$ cat config.mk
export PLATFORM = sky130hd
export DESIGN_NAME = vec_lane_sequencer
export DESIGN_NICKNAME = d
export VERILOG_FILES = /design/src/rtl/vec_lane_sequencer.sv
export SDC_FILE = /design/constraint.sdc
export NUM_CORES = 1
export LEC_CHECK = 0
export CAP_MARGIN = 20
export CORE_MARGIN = 5
export CORE_UTILIZATION = 55
export DETAILED_ROUTE_END_ITERATION = 6
export HOLD_SLACK_MARGIN = 0.06
export PLACE_DENSITY_LB_ADDON = 0.12
export SLEW_MARGIN = 40
export SYNTH_ARGS = -nofsm -noshare
export SYNTH_HDL_FRONTEND = slang
export SYNTH_SLANG_ARGS = --single-unit
$ cat constraint.sdc
create_clock -name clock -period 5.25 [get_ports clock]
set_input_delay 1.575 -clock clock [delete_from_list [all_inputs] [get_ports clock]]
set_output_delay 1.575 -clock clock [all_outputs]
set_load 0.005 [all_outputs]
$ cat src/rtl/vec_lane_sequencer.sv
// Vector load/store/add/sub sequencer moving one element per cycle over the scalar memory port.
// Define VEC_SAT_EN to enable signed per-lane saturation for VADD/VSUB (default: wrap mod 2^W).
module vec_lane_sequencer #(
    parameter int LANES = 4,
    parameter int W     = 8,
    parameter int AW    = 8
) (
    input  logic                 clock,
    input  logic                 reset,
    input  logic                 start,
    input  logic [1:0]           op,
    input  logic [AW-1:0]        base_addr,
    input  logic [LANES*W-1:0]   src1,
    input  logic [LANES*W-1:0]   src2,
    output logic                 busy,
    output logic                 done,
    output logic [AW-1:0]        mem_addr,
    output logic                 mem_rd,
    output logic                 mem_wr,
    output logic [W-1:0]         mem_wdata,
    input  logic [W-1:0]         mem_rdata,
    output logic                 vrf_we,
    output logic [LANES*W-1:0]   vrf_wdata,
    output logic                 sat,
    output logic [2:0]           dbg_state
);
    localparam int CW = $clog2(LANES + 1);
`ifdef VEC_SAT_EN
    localparam int EW = W + 1;
`else
    localparam int EW = W;
`endif

    // Handshake: start is sampled only in IDLE; busy is high in every other state,
    // done and vrf_we pulse for exactly one cycle at completion.
    typedef enum logic [2:0] {
        S_IDLE  = 3'd0,
        S_LOAD  = 3'd1,
        S_STORE = 3'd2,
        S_EXEC  = 3'd3,
        S_WB    = 3'd4,
        S_DONE  = 3'd5
    } state_t;

    state_t               state_q;
    logic [CW-1:0]        cnt_q, cnt_d;
    logic                 sub_q;
    logic [AW-1:0]        base_q, addr_d;
    logic [LANES*W-1:0]   x1_q, x2_q, res_q, load_d, alu_d;
    logic [W-1:0]         st_data_d;
    logic                 alu_sat_d;
    logic [EW-1:0]        lane_a, lane_b, lane_s;
    logic                 busy_q, done_q, rd_q, wr_q, we_q, sat_q;
    logic [AW-1:0]        addr_q;
    logic [W-1:0]         wdata_q;
    logic [LANES*W-1:0]   vrf_q;

    always_comb begin
        cnt_d     = cnt_q + 1'b1;
        addr_d    = base_q + AW'(cnt_d);
        st_data_d = x1_q[int'(cnt_d)*W +: W];
        load_d    = res_q;
        // Data for the read issued at k-1 arrives while the counter reads k.
        if (cnt_q != '0) begin
            load_d[(int'(cnt_q)-1)*W +: W] = mem_rdata;
        end
    end

    always_comb begin
        alu_d     = '0;
        alu_sat_d = 1'b0;
        lane_a    = '0;
        lane_b    = '0;
        lane_s    = '0;
        for (int i = 0; i < LANES; i++) begin
            lane_a = EW'($signed(x1_q[i*W +: W]));
            lane_b = EW'($signed(x2_q[i*W +: W]));
            lane_s = sub_q ? (lane_a - lane_b) : (lane_a + lane_b);
`ifdef VEC_SAT_EN
            if (lane_s[W] != lane_s[W-1]) begin
                alu_d[i*W +: W] = lane_s[W] ? {1'b1, {(W-1){1'b0}}} : {1'b0, {(W-1){1'b1}}};
                alu_sat_d       = 1'b1;
            end else begin
                alu_d[i*W +: W] = lane_s[W-1:0];
            end
`else
            alu_d[i*W +: W] = lane_s;
`endif
        end
    end

    always_ff @(posedge clock) begin
        if (reset) begin
            state_q <= S_IDLE;
            cnt_q   <= '0;
            sub_q   <= 1'b0;
            base_q  <= '0;
            x1_q    <= '0;
            x2_q    <= '0;
            res_q   <= '0;
            busy_q  <= 1'b0;
            done_q  <= 1'b0;
            rd_q    <= 1'b0;
            wr_q    <= 1'b0;
            we_q    <= 1'b0;
            sat_q   <= 1'b0;
            addr_q  <= '0;
            wdata_q <= '0;
            vrf_q   <= '0;
        end else begin
            done_q <= 1'b0;
            we_q   <= 1'b0;
            rd_q   <= 1'b0;
            wr_q   <= 1'b0;
            case (state_q)
                S_IDLE: begin
                    if (start) begin
                        sub_q  <= op[0];
                        base_q <= base_addr;
                        x1_q   <= src1;
                        x2_q   <= src2;
                        cnt_q  <= '0;
                        busy_q <= 1'b1;
                        case (op)
                            2'b00: begin
                                state_q <= S_LOAD;
                                rd_q    <= 1'b1;
                                addr_q  <= base_addr;
                            end
                            2'b01: begin
                                state_q <= S_STORE;
                                wr_q    <= 1'b1;
                                addr_q  <= base_addr;
                                wdata_q <= src1[W-1:0];
                            end
                            default: state_q <= S_EXEC;
                        endcase
                    end
                end
                S_LOAD: begin
                    res_q <= load_d;
                    if (cnt_q == CW'(LANES)) begin
                        state_q <= S_WB;
                        vrf_q   <= load_d;
                        we_q    <= 1'b1;
                        done_q  <= 1'b1;
                    end else begin
                        cnt_q <= cnt_d;
                        if (int'(cnt_d) < LANES) begin
                            rd_q   <= 1'b1;
                            addr_q <= addr_d;
                        end
                    end
                end
                S_STORE: begin
                    if (cnt_q == CW'(LANES - 1)) begin
                        state_q <= S_DONE;
                        done_q  <= 1'b1;
                    end else begin
                        cnt_q   <= cnt_d;
                        wr_q    <= 1'b1;
                        addr_q  <= addr_d;
                        wdata_q <= st_data_d;
                    end
                end
                S_EXEC: begin
                    state_q <= S_WB;
                    res_q   <= alu_d;
                    vrf_q   <= alu_d;
                    sat_q   <= alu_sat_d;
                    we_q    <= 1'b1;
                    done_q  <= 1'b1;
                end
                S_WB, S_DONE: begin
                    state_q <= S_IDLE;
                    busy_q  <= 1'b0;
                end
                default: begin
                    state_q <= S_IDLE;
                    busy_q  <= 1'b0;
                end
            endcase
        end
    end

    // A write pending when reset arrives must not commit at that same edge.
    assign mem_wr    = wr_q & ~reset;
    assign mem_rd    = rd_q;
    assign mem_addr  = addr_q;
    assign mem_wdata = wdata_q;
    assign busy      = busy_q;
    assign done      = done_q;
    assign vrf_we    = we_q;
    assign vrf_wdata = vrf_q;
    assign sat       = sat_q;
    assign dbg_state = state_q;
endmodule
==> metrics.txt <==
outcome completed; Int Pwr 3.03 mW; main flop type after synthesis dfxtp_1; wire per inst 17.6 µm; CTS resizes 0; core area 16,500 µm²; post-layout min period 3.87 ns; placed cell area 10,700 µm²; # hold bufs at CTS 0; vias in the first global route 7,686; Adder-Cell Fraction of Synth Area 6.92%; Die Area 19,500 µm²; cts bufs inserted 17; post-layout util 68.5%; wirelength, routed 25,900 µm; total gr overflow 0; fraction of power spent switching nets between 30% and 40%; Crit path required time about 3.7 ns; drt first pass iters 6; H-tree Lvls 4; r2r startpoint cnt_q[0]; Syn Std Cell Area 9220 µm²; fin area 11,300 µm²; largest net degree at the start of global routing 100; # DRC 0; clock transition at the registers of the reported paths around 0.070 ns; r2r setup slk 1.56 ns; Clock Tree Root clkbuf_16; min-delay worst type reg -> reg; Clock Tree Buf Depth 2; CTS tree yes; Post-Layout Cell Count 1,471; critical path start-end classification in -> out; NetSw just under 2 mW; Final Skew roughly 0.0076 ns; gpl congestion 0.911; largest cells by area after synthesis dfxtp_1, nand2_1, a21oi_1; number of fillers in the final layout 1,383; crit path max fanout 2; sequential fraction of design power 31.6%; simple-gate share of the synthesized area a little over a fifth; Mapped Cells 1,137; RSZ-0062 raised after global routing false; Final Hold Violating Endpoints 0; most common cell in the netlist nand2_1; Max VDD drop approximately 270 µV; synthesis-stage register bit count about 160; Worst EP arrival between 2 and 2.5 ns; final worst slack ~1.4 ns; share of layout cells above drive strength 1 7.43%; mux contribution to synthesized area 6.87%; max-slew violation count 0; num rows 47; antenna violations before repair 0; measured slew at the worst slew-check pin 0.792 ns; WHS 0.451 ns; # Post-CTS Setup Buffers 0; Iter 0 DRT Violations 748; Ant. Diodes 0; Reg-to-Reg End vrf_wdata[20]; DIE WIDTH 139 µm; GRT Total Usage 25.8%; critical hold path startpoint vrf_wdata[18]; Max Cap Violations 0; largest family of logic cells by synthesized area simple AND/OR/NAND/NOR gates; I/O Pins 142; Ys Warns 0; post-synthesis compound-gate area fraction between 10% and 20%; Comb pwr share 43.9%; Netlist cell types 68; Die Ht 139 µm; clk_lat worst skew between 0.4 and 0.5 ns; Pwr per Cell Area 442 nW/µm²; Setup TNS 0 ns; number of synthesized flops with an enable pin 0; worst slew margin relative to its limit 47.2%; port bufs 140; first-pass GRT wire length ~41,000 µm; Placed Instances 1,439; Post-Synth XOR/XNOR Area between 4 and 5%; Yosys top cell by area dfxtp_1; hold path endpoint vrf_wdata[18]; highest clock rate 258 MHz; endpoint class of the critical path output pin; register area share after synthesis 35.6%; Tcrit/Tclk final about 74%; R2R depth 11; syn nets 1,270; # clock sinks 164; Clock Power Share between 20 and 25%; share of flip-flops with an asynchronous set or reset 0%; WHS Path Cells 2; post-DP HPWL 18,400 µm; Starting Density 55.8%; routed vias/inst a little under 6; antenna viol nets, final 0; setup slack after placement roughly 1.4 ns; area grow syn2layout 22.7%; Tot Pwr 5.01 mW; nets@finish 1,371; Final setup viols 0; DR vias roughly 8,500; startpoint types input pin; Pleak 4.04 nW; Syn Area/Cell between 8 and 9 µm²; top cells by count, synth nand2_1, dfxtp_1, a21oi_1; Yosys top cell area share 35.6%
state kept, by name, summed over array words and instances (netlist names):
name       cells
done           1
sub_q          1
res_q         32
cnt_q          3
mem_wdata      8
mem_rd         1
wr_q           1
busy           1
dbg_state      3
x2_q          32
vrf_we         1
mem_addr       8
base_q         8
vrf_wdata     32
x1_q          32
cell type report:
class	instances	area (µm²)	share of cell area, %
clock inverter	13	124	1.10
tap	220	275	2.43
timing repair buffer	156	1540	13.6
multi-input combinational	872	5540	49.0
clock buffer	19	453	4.00
sequential	164	3280	29.0
inverter	27	101	0.896
kinds of logic (layout without fill, tap and decap cells):
kind of cell | count (synthesis) | count (layout)
xor+xnor | 51 | 51
mux | 50 | 50
flops | 164 | 164
simple gates | 439 | 439
buf+inv | 101 | 215
compound gates | 283 | 283
other cells | 1 | 1
fa+ha+maj | 48 | 48
worst max-delay path: stages:
cell	delay [ns]
buf_4	0.12
nor2b_1	0.10
clkdlybuf4s50_1	0.51
cell usage in the layout (no fill, tap or decap), drive strengths merged, types with 4 or more instances in the layout:
master	netlist	layout
nand2b	13	13
a21oi	127	127
a2111oi	9	9
buf	16	17
nor2	92	92
or3	13	13
clkdlybuf4s50	0	139
a21o	10	10
a22oi	13	13
inv	27	31
xor2	10	10
nor4	18	18
dfxtp	164	164
nand3b	8	8
o21ai	30	30
fa	5	5
nor3	35	35
o22ai	6	6
o211ai	10	10
nand3	17	17
nor2b	14	14
xnor2	41	41
a31oi	13	13
nand2	205	205
mux2	14	14
mux4	8	8
or2	4	4
mux2i	28	28
o31ai	4	4
o21a	6	6
ha	43	43
clkbuf	58	19
clkinv	0	6
a311oi	5	5
and3	6	6
a211oi	30	30
worst max-delay path by stage:
stage          startpoint        end  slack, ns  cells after the start
2_1_floorplan    cnt_q[0]  res_q[26]       1.39                     13
3_3_place_gp        reset     mem_wr       1.37                      3
3_5_place_dp        reset     mem_wr       1.37                      3
4_1_cts             reset     mem_wr       1.37                      3
5_1_grt          cnt_q[0]  res_q[26]       1.26                     11
6_report            reset     mem_wr       1.38                      3
power by group through the flow:
stage | clock, mW | combinational, mW | sequential [mW]
2_1_floorplan | 0 | 1.56 | 1.55
3_3_place_gp | 0 | 2.11 | 1.60
3_5_place_dp | 0 | 2.15 | 1.60
4_1_cts | 1.24 | 2.17 | 1.58
5_1_grt | 1.30 | 2.41 | 1.60
6_report | 1.23 | 2.20 | 1.58
routing by layer:
metal / share of wire (%) / global-route usage, % / vias up
met4: 3.0 / 9.32 / 0
met3: 6.3 / 3.57 / 48
met1: 46 / 37.3 / 3941
met2: 45 / 39.5 / 332
met5: 0 / 0 / -
li1: - / - / 4227
No activity file was read; power rests on OpenSTA's default activity.
==> edit 1 (config.mk and constraints unchanged) <==
The parameter `LANES` goes from 4 to 8.
--- a/src/rtl/vec_lane_sequencer.sv
+++ b/src/rtl/vec_lane_sequencer.sv
@@ -1,7 +1,7 @@
 // Vector load/store/add/sub sequencer moving one element per cycle over the scalar memory port.
 // Define VEC_SAT_EN to enable signed per-lane saturation for VADD/VSUB (default: wrap mod 2^W).
 module vec_lane_sequencer #(
-    parameter int LANES = 4,
+    parameter int LANES = 8,
     parameter int W     = 8,
     parameter int AW    = 8
 ) (
Interface: changed (resized src1, src2 and vrf_wdata); port bits go from 142 to 238. The function was not compared with the original's and may differ.
==> edit 1 against the unedited design <==
  * Power grew 51%
  * Count of clock-buffer cells in the layout up 31
  * Highest routed layer unchanged
  * First-iteration DRC count up 100%
  * Worst setup slack lost 0.17 ns
  * Sequential cell count increased by 129
  * Global-route usage rose by 4.2 points
  * Design area is 76% higher
  * Area after synthesis grew 76%
  * Sequential power increased by 62%
  * Routed wire length rose by 100%
==> edit 1: results (changes against the unedited design) <==
- Syn nets: 2,239 (was 1,270)
- Worst slew margin: 41.4% (was 47.2%)
- Post-synthesis cell type count: 77 (was 68)
- Fmax: 247 MHz (was 258 MHz)
- Leak pwr: 7.54 nW (was 4.04 nW)
- Worst-skew pair later-pin latency: 0.52 ns (was 0.43 ns)
- Ranking of synthesized cells by area: dfxtp_1 36%, nand2_1 8.2%, a21oi_1 7.9% (was dfxtp_1 36%, nand2_1 8.3%, a21oi_1 6.9%)
- Final setup skew: 0.0147 ns (was 0.00760 ns)
- Final HPWL DP: 38.0 mm (was 18.4 mm)
- Peak supply drop: 0.000199 V (was 0.000266 V)
- Critical Path Fanout Max: 27 (was 2)
- Status: completed (unchanged)
- Worst R2R Setup Slack: 1.20 ns (was 1.56 ns)
- Fin nets: 2,403 (was 1,371)
- H-tree Lvls: 2 (was 4)
- Gp weighted congestion: 0.925 (was 0.911)
- Final WL: 51.8 mm (was 25.9 mm)
- Largest net degree at the start of global routing: 187 (was 100)
- DR iter-0 viols: 1,507 (was 748)
- First-pass GRT wire length: 79.9 mm (was 41.0 mm)
- Port bufs: 236 (was 140)
- Fraction of layout instances using a drive strength above 1: 7.06% (was 7.43%)
- Clock buffer depth: 3 (was 2)
- CTS buffer count: 34 (was 17)
- Via Count: 15,381 (was 8,548)
- Total track usage: 30.0% (was 25.8%)
- Part of the Yosys area used for sequential elements: 36.2% (was 35.6%)
edit 1: cell count changes after synthesis, moves of 54 or more:
cell     before  now
xnor2_1      40   94
nand2_1     205  352
o21ai_0      29  100
a21oi_1     127  257
dfxtp_1     164  293
nor2_1       92  194
edit 1: kinds of logic after synthesis:
kind of cell	after synthesis	share of synthesized area (%)
adders and majority gates	85	6.98
AOI/OAI and AO/OA	526	19.7
DFF	293	36.2
xor gates and xnor gates	114	6.21
muxes	99	7.50
and+or+nand+nor	705	18.9
other	1	0.0231
buffers and inverters	182	4.57
edit 1: worst paths after layout:
path              startpoint            end  cells past startpoint
setup / recovery    cnt_q[0]  vrf_wdata[24]                     15
hold / removal     res_q[61]      res_q[61]                      2
setup reg to reg    cnt_q[0]  vrf_wdata[24]                     15
hold reg to reg    res_q[61]      res_q[61]                      2
edit 1: area by class of cell:
cell class / count / area [um^2]
clock inverter: 11 / 113
fill: 2379 / 9020
clock buffer: 50 / 1040
tap: 384 / 480
sequential: 293 / 5870
multi-input combinational: 1530 / 9630
timing repair buffer: 261 / 2590
inverter: 49 / 184
edit 1: where the power goes:
group,switching [mW],internal [mW],total (mW)
sequential,0.171,2.39,2.56
combinational,1.53,1.01,2.54
clock,0.957,1.48,2.44
total,2.66,4.88,7.54
edit 1: critical path, stage by stage, from the launching register on:
cell	delay (ns)
dfxtp_1	0.33
buf_4	0.33
nor2_1	0.10
xor2_1	0.15
nor3_1	0.15
a21oi_1	0.06
nor2b_1	0.18
ha_1	0.47
or3_1	0.48
nor4_2	0.23
nand2_1	0.16
nor4_2	0.26
buf_4	0.29
and2b_1	0.23
a211o_1	0.27
a32o_1	0.24
edit 1: stage by stage:
step | hold slack (ns) | std cells | power (mW) | area [um^2] | util, %
after CTS | 0.443 | 2578 | 7.48 | 19900 | 68.8
after detailed placement | 0.434 | 2517 | 5.05 | 18700 | 64.8
after floorplan | 0.423 | 2005 | 4.17 | 16200 | -
after global placement | 0.433 | 2517 | 4.99 | 18700 | 64.8
after global routing | 0.458 | 2578 | 7.86 | 19900 | 68.8
final | 0.446 | 2578 | 7.54 | 19900 | 68.8
edit 1: per-layer routing:
| layer | up-vias | global-route usage, % | wire (um) |
|---|---|---|---|
| li1 | 7300 | - | - |
| met4 | 0 | 10.1 | 1870 |
| met1 | 7164 | 42.5 | 22100 |
| met2 | 790 | 46.1 | 22700 |
| met3 | 127 | 6.00 | 5150 |
| met5 | - | 0 | 0 |
==> edit 2 (same settings) <==
Made on the original files. Make the reset (`reset`) asynchronous in one clocked block.
--- a/src/rtl/vec_lane_sequencer.sv
+++ b/src/rtl/vec_lane_sequencer.sv
@@ -89,7 +89,7 @@
         end
     end
 
-    always_ff @(posedge clock) begin
+    always_ff @(posedge clock or posedge reset) begin
         if (reset) begin
             state_q <= S_IDLE;
             cnt_q   <= '0;
Function: differs if reset is asserted again (counterexample within 4 cycles, from zero or initial values and one cycle with reset high); with reset held inactive, the same outputs for 4 cycles.
==> edit 2 against the unedited design <==
  * Worst setup slack got worse by 0.47 ns
  * Sequential cell count unchanged
  * Routed wire length fell by 0.57%
  * Design area up 3.1%
  * First-iteration DRC count down 1.3%
  * Critical path type is now reg2reg
  * Largest cell class unchanged
  * Via count is 5.2% lower
  * Critical path depth rose by 8
  * Area after synthesis up 1.4%
Power is not compared: it rests on default switching activity, and its combinational part moved more than twofold at a synthesized area within 25%.
==> edit 2: results (changes against the unedited design) <==
- Status: completed (unchanged)
- Hold Slack: 0.476 ns (was 0.451 ns)
- Ranking of synthesized cells by area: dfrtp_1 44%, nand2_1 11%, ha_1 6.0% (was dfxtp_1 36%, nand2_1 8.3%, a21oi_1 6.9%)
- Mean Syn Cell Area: 8.97 um^2 (was 8.11 um^2)
- Final WL: 25.8 mm (was 25.9 mm)
- HP Start: vrf_wdata[19] (was vrf_wdata[18])
- Met1 wire length: 11.1 mm (was 11.8 mm)
- Worst slew margin: 46.3% (was 47.2%)
- Global-route met3 utilization: 7.06% (was 3.57%)
- Gp weighted congestion: 0.914 (was 0.911)
- Final setup skew: 0.00776 ns (was 0.00760 ns)
- Part of the Yosys area used for sequential elements: 43.9% (was 35.6%)
- Vias in the first global route: 7,706 (was 7,686)
- Worst R2R Setup Slack: 0.91 ns (was 1.56 ns)
- Post-DR vias/cell: 5.80 (was 5.81)
- Critical Path Fanout Max: 16 (was 2)
- Post-synth ARST share: 100% (was 0%)
- Met1 usage: 35.6% (was 37.3%)
- Post-synthesis cell type count: 65 (was 68)
- R2R Path End: vrf_wdata[26] (was vrf_wdata[20])
- Total track usage: 26.1% (was 25.8%)
- Worst hold path type: reg2reg (unchanged)
- Final HPWL DP: 18.8 mm (was 18.4 mm)
- Dpl cells: 1,366 (was 1,439)
- H-tree Lvls: 4 (unchanged)
- Met2 WL post-DR: 11.8 mm (was 11.7 mm)
- R2r startpoint: cnt_q[0] (unchanged)
- DR iter-0 viols: 738 (was 748)
- Crit path DAT: 4.65 ns (was 2.30 ns)
- Grt met2 use: 39.9% (was 39.5%)
- Placed inst area: 0.0110 mm^2 (was 0.0107 mm^2)
- WHS Endpoint: vrf_wdata[19] (was vrf_wdata[18])
- Met3 Routed Length: 2.07 mm (was 1.65 mm)
- Largest net degree at the start of global routing: 97 (was 100)
- Top cells by count, synth: 269 x nand2_1, 164 x dfrtp_1, 68 x nor2_1, 66 x a21oi_1, 49 x o21ai_0 (was 205 x nand2_1, 164 x dfxtp_1, 127 x a21oi_1, 92 x nor2_1, 56 x clkbuf_1)
- Initial DRT Pass Iterations: 5 (was 6)
- Ys flop type: dfrtp_1 (was dfxtp_1)
- Fraction of layout instances using a drive strength above 1: 6.71% (was 7.43%)
- Fin nets: 1,300 (was 1,371)
## edit 2: final cells by class
class                           instances  share of cell area, %
Clock buffer                           21                   4.12
Clock inverter                         11                   1.69
Inverter                               36                   1.19
Multi-Input combinational cell        793                   42.1
Sequential cell                       164                   35.2
Tap cell                              220                   2.36
Timing Repair Buffer                  153                   13.4
## edit 2: worst max-delay path by stage
| stage | from | endpoint | slack, ns | depth (start not counted) |
|---|---|---|---|---|
| 5_1_grt | cnt_q[0] | vrf_wdata[26] | 0.70 | 11 |
| 2_1_floorplan | reset | base_q[0] | 1.59 | 1 |
| 6_report | cnt_q[0] | vrf_wdata[26] | 0.91 | 11 |
| 3_5_place_dp | cnt_q[0] | vrf_wdata[26] | 0.99 | 11 |
| 3_3_place_gp | reset | mem_wr | 1.01 | 3 |
| 4_1_cts | cnt_q[0] | vrf_wdata[26] | 0.97 | 11 |
## edit 2: report_power, final
| group | leakage (nW) | internal (mW) | switching (mW) |
|---|---|---|---|
| sequential | 2.02 | 1.87 | 0.581 |
| clock | 0.326 | 0.898 | 0.528 |
| combinational | 2.95 | 2.54 | 3.16 |
| total | 5.30 | 5.30 | 4.27 |
## edit 2: cells by family after synthesis
| kind of cell | count (synthesis) | share of synthesized area (%) |
|---|---|---|
| mux | 34 | 5.04 |
| other cells | 1 | 0.0401 |
| simple gates | 419 | 19.0 |
| xor+xnor | 56 | 5.25 |
| buf+inv | 85 | 3.77 |
| flops | 164 | 43.9 |
| fa+ha+maj | 50 | 7.09 |
| compound gates | 233 | 15.9 |
## edit 2: critical path: stages (launching register included)
cell and delay (ns):
dfrtp_1 0.83, inv_1 0.33, ha_1 0.33, xnor2_1 0.29, and3_1 0.22, ha_1 0.37
or4b_4 0.60, mux2i_4 0.20, nand4_2 0.38, mux2_2 0.42, a21oi_2 0.16, o21ai_1 0.08
